==> src/rtl/i2c_arb_pkg.sv <==
// i2c_arb_pkg: shared types and constants for the I2C job arbiter slice.
//   state_t      - arbiter FSM states
//   N_REQ, CFG_W - requester count and per-requester config width
//   CFG_ONE_RST / CFG_TWO_RST - config pair presented to the core after reset
package i2c_arb_pkg;

    typedef enum logic [2:0] {
        S_IDLE  = 3'd0,
        S_ISSUE = 3'd1,
        S_WAIT  = 3'd2,
        S_GAP   = 3'd3,
        S_RESP  = 3'd4
    } state_t;

    localparam int N_REQ = 2;
    localparam int CFG_W = 16;

    localparam logic [7:0] CFG_ONE_RST = 8'hD3;
    localparam logic [7:0] CFG_TWO_RST = 8'h83;

endpackage

==> src/rtl/rr_arbiter_2.sv <==
// rr_arbiter_2: two-way round-robin grant.
//   clk, reset - clock, asynchronous active-low reset
//   req        - request vector (bit i = requester i)
//   advance    - strobe: the job for requester 'last' is finished
//   last       - index of the requester that was just served
//   grant      - combinational winner index (meaningful while |req)
module rr_arbiter_2
    import i2c_arb_pkg::*;
(
    input  logic             clk,
    input  logic             reset,
    input  logic [N_REQ-1:0] req,
    input  logic             advance,
    input  logic             last,
    output logic             grant
);

    // ptr names the requester that wins a tie
    logic ptr;

    always_comb begin
        grant = 1'b0;
        if (req == 2'b11) begin
            grant = ptr;
        end else if (req[1]) begin
            grant = 1'b1;
        end
    end

    always_ff @(posedge clk or negedge reset) begin
        if (!reset) begin
            ptr <= 1'b0;
        end else if (advance) begin
            ptr <= ~last;
        end
    end

endmodule

==> src/rtl/i2c_job_arbiter.sv <==
// i2c_job_arbiter: shares one byte-pair I2C core between two requesters
// (0 = register front end, 1 = autopoll engine).
//   clk, reset          - clock, asynchronous active-low reset
//   req_valid/req_cfg   - job requests and per-requester config pairs
//   req_ready           - one-cycle accept pulse to the granted requester
//   rsp_valid/rsp_err/rsp_timeout/rsp_data - one-cycle completion response
//   busy                - high whenever a job is in flight
//   i2c_begin/i2c_cfg_* - drive to the core; begin held for each attempt
//   i2c_byte_*/i2c_error/i2c_done - results from the core
// Optional: define I2C_ARB_TIMEOUT_EN to bound the WAIT state by TIMEOUT_CYC.
module i2c_job_arbiter
    import i2c_arb_pkg::*;
#(
    parameter int MAX_RETRY   = 2,
    parameter int GAP_CYC     = 1000,
    parameter int TIMEOUT_CYC = 200000
) (
    input  logic        clk,
    input  logic        reset,
    input  logic [1:0]  req_valid,
    input  logic [31:0] req_cfg,
    output logic [1:0]  req_ready,
    output logic [1:0]  rsp_valid,
    output logic        rsp_err,
    output logic        rsp_timeout,
    output logic [15:0] rsp_data,
    output logic        busy,
    output logic        i2c_begin,
    output logic [7:0]  i2c_cfg_one,
    output logic [7:0]  i2c_cfg_two,
    input  logic [7:0]  i2c_byte_one,
    input  logic [7:0]  i2c_byte_two,
    input  logic        i2c_error,
    input  logic        i2c_done
);

    localparam int RTY_W = (MAX_RETRY > 0) ? $clog2(MAX_RETRY + 1) : 1;
    localparam int GAP_W = $clog2(GAP_CYC + 1);

    state_t           state, state_nxt;
    logic             grant, grant_q;
    logic [CFG_W-1:0] cfg_sel;
    logic [RTY_W-1:0] retry_q;
    logic [GAP_W-1:0] gap_q;
    logic [7:0]       cfg_one_q, cfg_two_q;
    logic [1:0]       ready_q;
    logic             begin_q, err_q;
    logic [15:0]      data_q;
    logic             tmo_hit;

    function automatic logic [RTY_W-1:0] retry_inc(input logic [RTY_W-1:0] v);
        return (v == {RTY_W{1'b1}}) ? v : v + 1'b1;
    endfunction

    function automatic logic [GAP_W-1:0] gap_inc(input logic [GAP_W-1:0] v);
        return (v == {GAP_W{1'b1}}) ? v : v + 1'b1;
    endfunction

    rr_arbiter_2 u_rr (
        .clk     (clk),
        .reset   (reset),
        .req     (req_valid),
        .advance (state == S_RESP),
        .last    (grant_q),
        .grant   (grant)
    );

    assign cfg_sel = grant ? req_cfg[31:16] : req_cfg[15:0];

    always_comb begin
        state_nxt = state;
        case (state)
            S_IDLE:  if (|req_valid) state_nxt = S_ISSUE;
            S_ISSUE: state_nxt = S_WAIT;
            S_WAIT: begin
                // done has priority over a coincident timeout
                if (i2c_done) begin
                    if (i2c_error && (retry_q < RTY_W'(MAX_RETRY))) state_nxt = S_GAP;
                    else                                             state_nxt = S_RESP;
                end else if (tmo_hit) begin
                    state_nxt = S_RESP;
                end
            end
            S_GAP:   if (gap_q == GAP_W'(GAP_CYC - 1)) state_nxt = S_ISSUE;
            S_RESP:  state_nxt = S_IDLE;
            default: state_nxt = S_IDLE;
        endcase
    end

    always_ff @(posedge clk or negedge reset) begin
        if (!reset) begin
            state     <= S_IDLE;
            grant_q   <= 1'b0;
            ready_q   <= 2'b00;
            begin_q   <= 1'b0;
            retry_q   <= '0;
            gap_q     <= '0;
            cfg_one_q <= CFG_ONE_RST;
            cfg_two_q <= CFG_TWO_RST;
            err_q     <= 1'b0;
            data_q    <= 16'h0000;
        end else begin
            state   <= state_nxt;
            ready_q <= 2'b00;
            // begin rises one cycle after ISSUE and drops the cycle after WAIT ends
            begin_q <= (state == S_ISSUE) || (state == S_WAIT && state_nxt == S_WAIT);
            gap_q   <= (state == S_GAP) ? gap_inc(gap_q) : '0;

            if (state == S_IDLE && |req_valid) begin
                grant_q        <= grant;
                ready_q[grant] <= 1'b1;
                cfg_one_q      <= cfg_sel[15:8];
                cfg_two_q      <= cfg_sel[7:0];
                retry_q        <= '0;
            end

            if (state == S_WAIT) begin
                if (i2c_done) begin
                    err_q  <= i2c_error;
                    data_q <= {i2c_byte_one, i2c_byte_two};
                    if (state_nxt == S_GAP) retry_q <= retry_inc(retry_q);
                end else if (tmo_hit) begin
                    err_q  <= 1'b1;
                    data_q <= 16'hFFFF;
                end
            end
        end
    end

`ifdef I2C_ARB_TIMEOUT_EN
    localparam int TMO_W = $clog2(TIMEOUT_CYC + 1);

    logic [TMO_W-1:0] tmo_cnt_q;
    logic             tmo_q;

    function automatic logic [TMO_W-1:0] tmo_inc(input logic [TMO_W-1:0] v);
        return (v == {TMO_W{1'b1}}) ? v : v + 1'b1;
    endfunction

    assign tmo_hit = (state == S_WAIT) && (tmo_cnt_q == TMO_W'(TIMEOUT_CYC - 1));

    always_ff @(posedge clk or negedge reset) begin
        if (!reset) begin
            tmo_cnt_q <= '0;
            tmo_q     <= 1'b0;
        end else begin
            if (state == S_ISSUE)     tmo_cnt_q <= '0;
            else if (state == S_WAIT) tmo_cnt_q <= tmo_inc(tmo_cnt_q);

            if (state == S_WAIT) begin
                if (i2c_done)     tmo_q <= 1'b0;
                else if (tmo_hit) tmo_q <= 1'b1;
            end
        end
    end

    assign rsp_timeout = tmo_q;
`else
    logic unused_tmo_cfg;
    assign unused_tmo_cfg = ^TIMEOUT_CYC;
    assign tmo_hit        = 1'b0;
    assign rsp_timeout    = 1'b0;
`endif

    assign req_ready   = ready_q;
    assign rsp_valid   = (state == S_RESP) ? (grant_q ? 2'b10 : 2'b01) : 2'b00;
    assign rsp_err     = err_q;
    assign rsp_data    = data_q;
    assign busy        = (state != S_IDLE);
    assign i2c_begin   = begin_q;
    assign i2c_cfg_one = cfg_one_q;
    assign i2c_cfg_two = cfg_two_q;

endmodule

==> config.mk <==
export PLATFORM = sky130hd
export DESIGN_NAME = i2c_job_arbiter
export DESIGN_NICKNAME = d
export VERILOG_FILES = /design/src/rtl/i2c_arb_pkg.sv /design/src/rtl/rr_arbiter_2.sv /design/src/rtl/i2c_job_arbiter.sv
export SDC_FILE = /design/constraint.sdc
export NUM_CORES = 1
export LEC_CHECK = 0
export CAP_MARGIN = 0
export CORE_UTILIZATION = 39
export DETAILED_ROUTE_END_ITERATION = 10
export PLACE_DENSITY = 0.79
export RECOVER_POWER = 100
export SLEW_MARGIN = 20
export SYNTH_ARGS = -nofsm -noshare
export SYNTH_HDL_FRONTEND = slang
export SYNTH_SLANG_ARGS = --single-unit
==> constraint.sdc <==
create_clock -name clk -period 1.55 [get_ports clk]
set_input_delay 0.31 -clock clk [delete_from_list [all_inputs] [get_ports clk]]
set_output_delay 0.31 -clock clk [all_outputs]
set_load 0.02 [all_outputs]
==> impl_metrics.tcl, run 1 <==
set metrics [dict create \
    wl_per_cell_um 15.9 \
    ys_types 48 \
    drv_cap 0 \
    max_freq_mhz 637 \
    nNetsFinal 368 \
    path_clk_slew_ps 90 \
    syn-cell-area_um2 2450 \
    min_path_type "reg -> reg" \
    cp-start-kind "flop" \
    worstPathArrival_ps 1260 \
    yosysTopAreaCell "dfrtp_1" \
    timing.final.ws_setup_ps -19.8 \
    ys_async_sr_fraction_pct 100 \
    run_status "finished, violations left" \
    clock_latency_ps 310 \
    syn-num-nets 258 \
    die_h_um 81.2 \
    skew_ps 9.26 \
    area.growth.synth_to_final_pct 50.7 \
    cts_max_path_buffers 2 \
    die_x_um 81.2 \
    hpwl_mm 4.32 \
    grt_pass1_wl_mm 9.68 \
    synth_area_leaders "dfrtp_1 (46%), dfstp_2 (8.6%), mux2_2 (7.8%)" \
    ant_nets 0 \
    antenna_found_initial 0 \
    route.detailed.drc 0 \
    setup_viol 7 \
    cts_tree "yes" \
    synth_edf_count 0 \
    grt_usage_pct 19.5 \
    clock-root-buffer "clkbuf_8" \
    timing.hold.ws_ps 477 \
    n_antenna_cell 0 \
    num_rows 28 \
    final_hold_viol_count 0 \
    finalCoreUtilization_pct 61.6 \
    synth_area_per_cell_um2 12.1 \
    dr.pass1.iters 4 \
    cp.required_ps 1240 \
    first_global_vias 2069 \
    ir_drop_mv 0.897 \
    slew_headroom_pct 34.0 \
    drt_iter0_markers 153 \
    period_minus_slack_ps 1570 \
    crit_type "reg -> out" \
    vias 2116 \
    die_area_um2 6600 \
    drv_slew 0 \
    grt_max_degree 30 \
    start_util_pct 40.9 \
    place_congestion 0.893 \
    crit_path_end_kind "output pin" \
    layout-drive-gt1-share_pct 21.1 \
    power_density_nw_per_um2 1670 \
    htreeDepth 2 \
    yosys_register_bits 53 \
    cts_buffers 5 \
    synth_top_area_share_pct 46.0 \
    viasPerCell 5.45 \
    syn_inst 202 \
    num_io_pins 94 \
    grt_setup_unrepaired "yes" \
    min_period_over_period_pct 101 \
    tightest_slew_ps 989 \
    ys_seq_area_share_pct 54.6 \
    routed_wl_mm 6.15 \
    p_leak_nw 1.62 \
    core-area_um2 5990 \
    multiInputGateArea_um2 1070 \
    fillCellCount 501 \
    seqCellArea_um2 1340 \
    cp_max_fo 4 \
    ys_dominant_reg_cell "dfrtp_1" \
    port_buffers 92 \
    violations "setup timing" \
    yosys_warnings 0 \
    clkSinkCount 53 \
    grt_overflow_total 0 \
]
## cell type report
type / count / area share, %
clock buffer: 7 / 2.34
clock inverter: 1 / 0.203
inverter: 3 / 0.305
multi-input combinational: 134 / 29.0
sequential: 53 / 36.3
tap: 75 / 2.54
timing repair buffer: 115 / 29.4
## flip-flops by register name, summed over array words and instances, names as in the netlist
signal	cells
i2c_begin	1
rsp_data	16
u_rr.ptr	1
state	3
i2c_cfg_one	8
req_ready	2
grant_q	1
retry_q	2
i2c_cfg_two	8
gap_q	10
rsp_err	1
## critical path, stage by stage (launching register included)
cell,delay [ps]
dfrtp_2,450
buf_6,120
nor4b_2,190
buf_4,180
## cell usage after synthesis, drive strengths merged, types with 2 or more instances
cell type  number
dfrtp          45
mux2           17
a21boi         16
a221o          16
nand2          11
buf            10
dfstp           8
and3            6
nand3           6
a21oi           5
clkbuf          5
nor2            5
nor3            5
o21ai           5
a31oi           4
inv             3
mux2i           3
nor2b           3
a2111oi         2
a211oi          2
and4            2
ha              2
nand2b          2
## placed cells by master, fill, tap and decap left out, drive strengths merged, types with 4 or more instances in the layout
| cell | instances |
|---|---|
| a21boi | 16 |
| a21oi | 5 |
| a221o | 16 |
| a31oi | 4 |
| and3 | 9 |
| buf | 22 |
| clkbuf | 13 |
| clkdlybuf4s50 | 52 |
| dfrtp | 45 |
| dfstp | 8 |
| dlygate4sd2 | 33 |
| mux2 | 17 |
| nand2 | 11 |
| nand3 | 6 |
| nor2 | 5 |
| nor3 | 5 |
| o21ai | 5 |
## worst paths after layout
check / startpoint / to / slack, ps / cells past startpoint
max reg2reg: state[0]$_DFF_PN0_ / rsp_data[1]$_DFFE_PN0P_ / -10 / 4
min reg2reg: retry_q[0]$_DFFE_PN0P_ / retry_q[0]$_DFFE_PN0P_ / 480 / 1
min in group asynchronous: reset / i2c_cfg_one[5]$_DFFE_PN0P_ / 680 / 2
min: retry_q[0]$_DFFE_PN0P_ / retry_q[0]$_DFFE_PN0P_ / 480 / 1
max: state[1]$_DFF_PN0_ / rsp_valid[0] / -20 / 3
max in group asynchronous: reset / state[1]$_DFF_PN0_ / 130 / 3
## kinds of logic after synthesis
family          after synthesis  share of synthesized area [%]
compound gates               57                           18.7
fa+ha+maj                     2                           1.02
buf+inv                      18                           4.39
flops                        53                           54.6
mux                          20                           9.04
other cells                   1                          0.153
simple gates                 51                           12.2
## power breakdown
group          internal [mW]  switching, mW
sequential              1.99          0.307
combinational           1.49           1.53
clock                  0.364          0.460
## stage by stage
step                      power [mW]  setup WS (ps)  TNS, ps  instances  area, µm²
after floorplan                 4.11          -17.2    -17.2        202       2470
after global placement          5.46           -212    -5510        373       3550
after detailed placement        5.55           -246    -6140        373       3550
after CTS                       6.09          -45.7    -74.2        384       3630
after global routing            6.55          -97.9    -1630        388       3690
final                           6.15          -19.8    -53.2        388       3690
## layer usage
layer / track usage, % / share of wire (%)
met3: 5.51 / 7.2
met1: 25.5 / 44
met2: 31.1 / 48
met4: 6.07 / 1.1
met5: 0 / 0
## what timing repair did
item / 4_1_cts / 5_1_grt
resized for setup: 52 / 18
setup buffers: 1 / 1
hold buffers: 1 / 0
endpoints found under the hold margin: 7 / 0
pin swaps: 3 / 3
endpoints found under the setup margin: 55 / 45
gates cloned: 1 / 3
Note: power is estimated with default switching activity, not from simulation.
==> inputs of run 2 (changes only) <==
Settings changed: GPL_TIMING_DRIVEN set to 0, MAX_ROUTING_LAYER set to met4.
==> impl_metrics.tcl, run 2 (same netlist as run 1, synthesis figures left out) <==
set metrics [dict create \
    num_io_pins 94 \
    die_x_um 81.2 \
    grt_pass1_wl_mm 9.87 \
    antenna_found_initial 0 \
    htreeDepth 2 \
    area.growth.synth_to_final_pct 59.7 \
    finalInstanceArea_um2 3910 \
    cts_max_path_buffers 2 \
    place_congestion 0.879 \
    die_area_um2 6600 \
    min_period_over_period_pct 108 \
    r2r-start "state[0]$_DFF_PN0_" \
    drv_cap 0 \
    die_h_um 81.2 \
    clkSinkCount 53 \
    wl_per_cell_um 16.7 \
    min_path_type "in -> async" \
    slew_headroom_pct 12.5 \
    cts_buffers 5 \
    timing.hold.ws_ps 272 \
    r2r-end "rsp_data[4]$_DFFE_PN0P_" \
    fin_cells 395 \
    ir_drop_mv 0.950 \
    nNetsFinal 375 \
    num_rows 28 \
    clock_latency_ps 310 \
    p_leak_nw 1.78 \
    crit_path_start "state[0]$_DFF_PN0_" \
    period_minus_slack_ps 1680 \
    timing.final.ws_setup_ps -131 \
    grt_max_degree 54 \
    skew_ps 11.6 \
    power_density_nw_per_um2 1760 \
    setup_viol 20 \
    drt_iter0_markers 218 \
    fillCellCount 448 \
    ant_nets 0 \
    place_area_um2 3480 \
    cp.required_ps 1740 \
    violations "setup timing" \
    crit_path_end_kind "flop" \
    reg2reg_depth 6 \
    tightest_slew_ps 1310 \
    largest_reg_flops 16 \
    drv_slew 0 \
    rrSetupSlack_ps -130 \
    routed_wl_mm 6.60 \
    n_antenna_cell 0 \
    grt_overflow_total 0 \
    seqCellArea_um2 1340 \
    grt_setup_unrepaired "yes" \
    final_common_cell "clkdlybuf4s50_1" \
    grt_usage_pct 20.2 \
    clock-root-buffer "clkbuf_8" \
    cp-endpoint "rsp_data[4]$_DFFE_PN0P_" \
    run_status "finished, violations left" \
    core-area_um2 5990 \
    route.detailed.drc 0 \
    multiInputGateArea_um2 1160 \
    hpwl_mm 4.19 \
    start_util_pct 40.9 \
    worstPathArrival_ps 1880 \
    vias 2138 \
    placedCellCount 369 \
    path_clk_slew_ps 90 \
    tns_ps -1890 \
    crit_type "reg -> reg" \
    first_global_vias 2105 \
    cts_tree "yes" \
    final_hold_viol_count 0 \
    dr.pass1.iters 4 \
    cp_max_fo 5 \
    port_buffers 92 \
    max_freq_mhz 595 \
    layout_common_cells "clkdlybuf4s50_1 (51), dfrtp_1 (42), dlygate4sd2_1 (36), buf_4 (18)" \
    layout-drive-gt1-share_pct 27.5 \
    viasPerCell 5.41 \
    cp-start-kind "flop" \
]
[run 2: cell count changes in the layout (fill, tap and decap cells not counted), moves of 3 or more]
cell,previous run,this run
buf_4,14,18
buf_6,3,12
dlygate4sd2_1,33,36
mux2_4,0,14
dfstp_1,3,0
clkbuf_1,5,0
mux2_2,17,3
dfstp_2,5,8
[run 2: worst max-delay path, stage by stage (launching register included)]
cell and delay (ps):
dfrtp_2 450, buf_6 130, buf_4 130, and4bb_2 320
buf_6 130, buf_8 120, mux2_4 300
[run 2: layout make-up]
class | instances | area share (%)
clock inverters | 2 | 0.448
multi-input cells | 131 | 29.6
well taps | 75 | 2.40
flip-flops and latches | 53 | 34.3
repair buffers | 116 | 28.3
plain buffers | 9 | 2.59
inverters | 3 | 0.288
clock buffers | 6 | 2.11
[run 2: how the worst min path moves through the flow]
stage                                 startpoint  slack (ps)                    endpoint
after floorplan                            reset          10        gap_q[0]$_DFFE_PN0P_
after global placement    retry_q[0]$_DFFE_PN0P_         470      retry_q[0]$_DFFE_PN0P_
after detailed placement                   reset         400        gap_q[3]$_DFFE_PN0P_
after CTS                                  reset          50  i2c_cfg_one[5]$_DFFE_PN0P_
after global routing                       reset         390        gap_q[3]$_DFFE_PN0P_
final                                      reset         270        gap_q[3]$_DFFE_PN0P_
[run 2: layer usage]
metal	track usage [%]	part of all wire, %	vias up
met1	24.1	42	1056
met3	4.94	5.5	10
li1	-	-	992
met4	5.00	2.2	0
met5	-	0	-
met2	34.3	51	80
[run 2: timing repair]
item,in CTS,in global routing
setup buffers,14,8
endpoints found under the setup margin,71,42
pin swaps,6,6
resized for setup,79,33
hold buffers,0,0
cloned,2,0
endpoints found under the hold margin,0,0
[run 2: report_power, final]
part / internal [mW] / leakage, nW / switching (mW)
Clock: 0.372 / 0.0518 / 0.478
Sequential: 2.01 / 0.647 / 0.313
Combinational: 1.96 / 1.08 / 1.74
[run 2: per-stage QoR]
| stage | util, % | power, mW | setup WS [ps] |
|---|---|---|---|
| floorplan | - | 4.11 | -17.2 |
| global placement | 58.2 | 5.44 | -1450 |
| detailed placement | 58.1 | 5.53 | -595 |
| CTS | 62.4 | 6.43 | -199 |
| global route | 65.3 | 7.28 | -189 |
| finish | 65.3 | 6.87 | -131 |
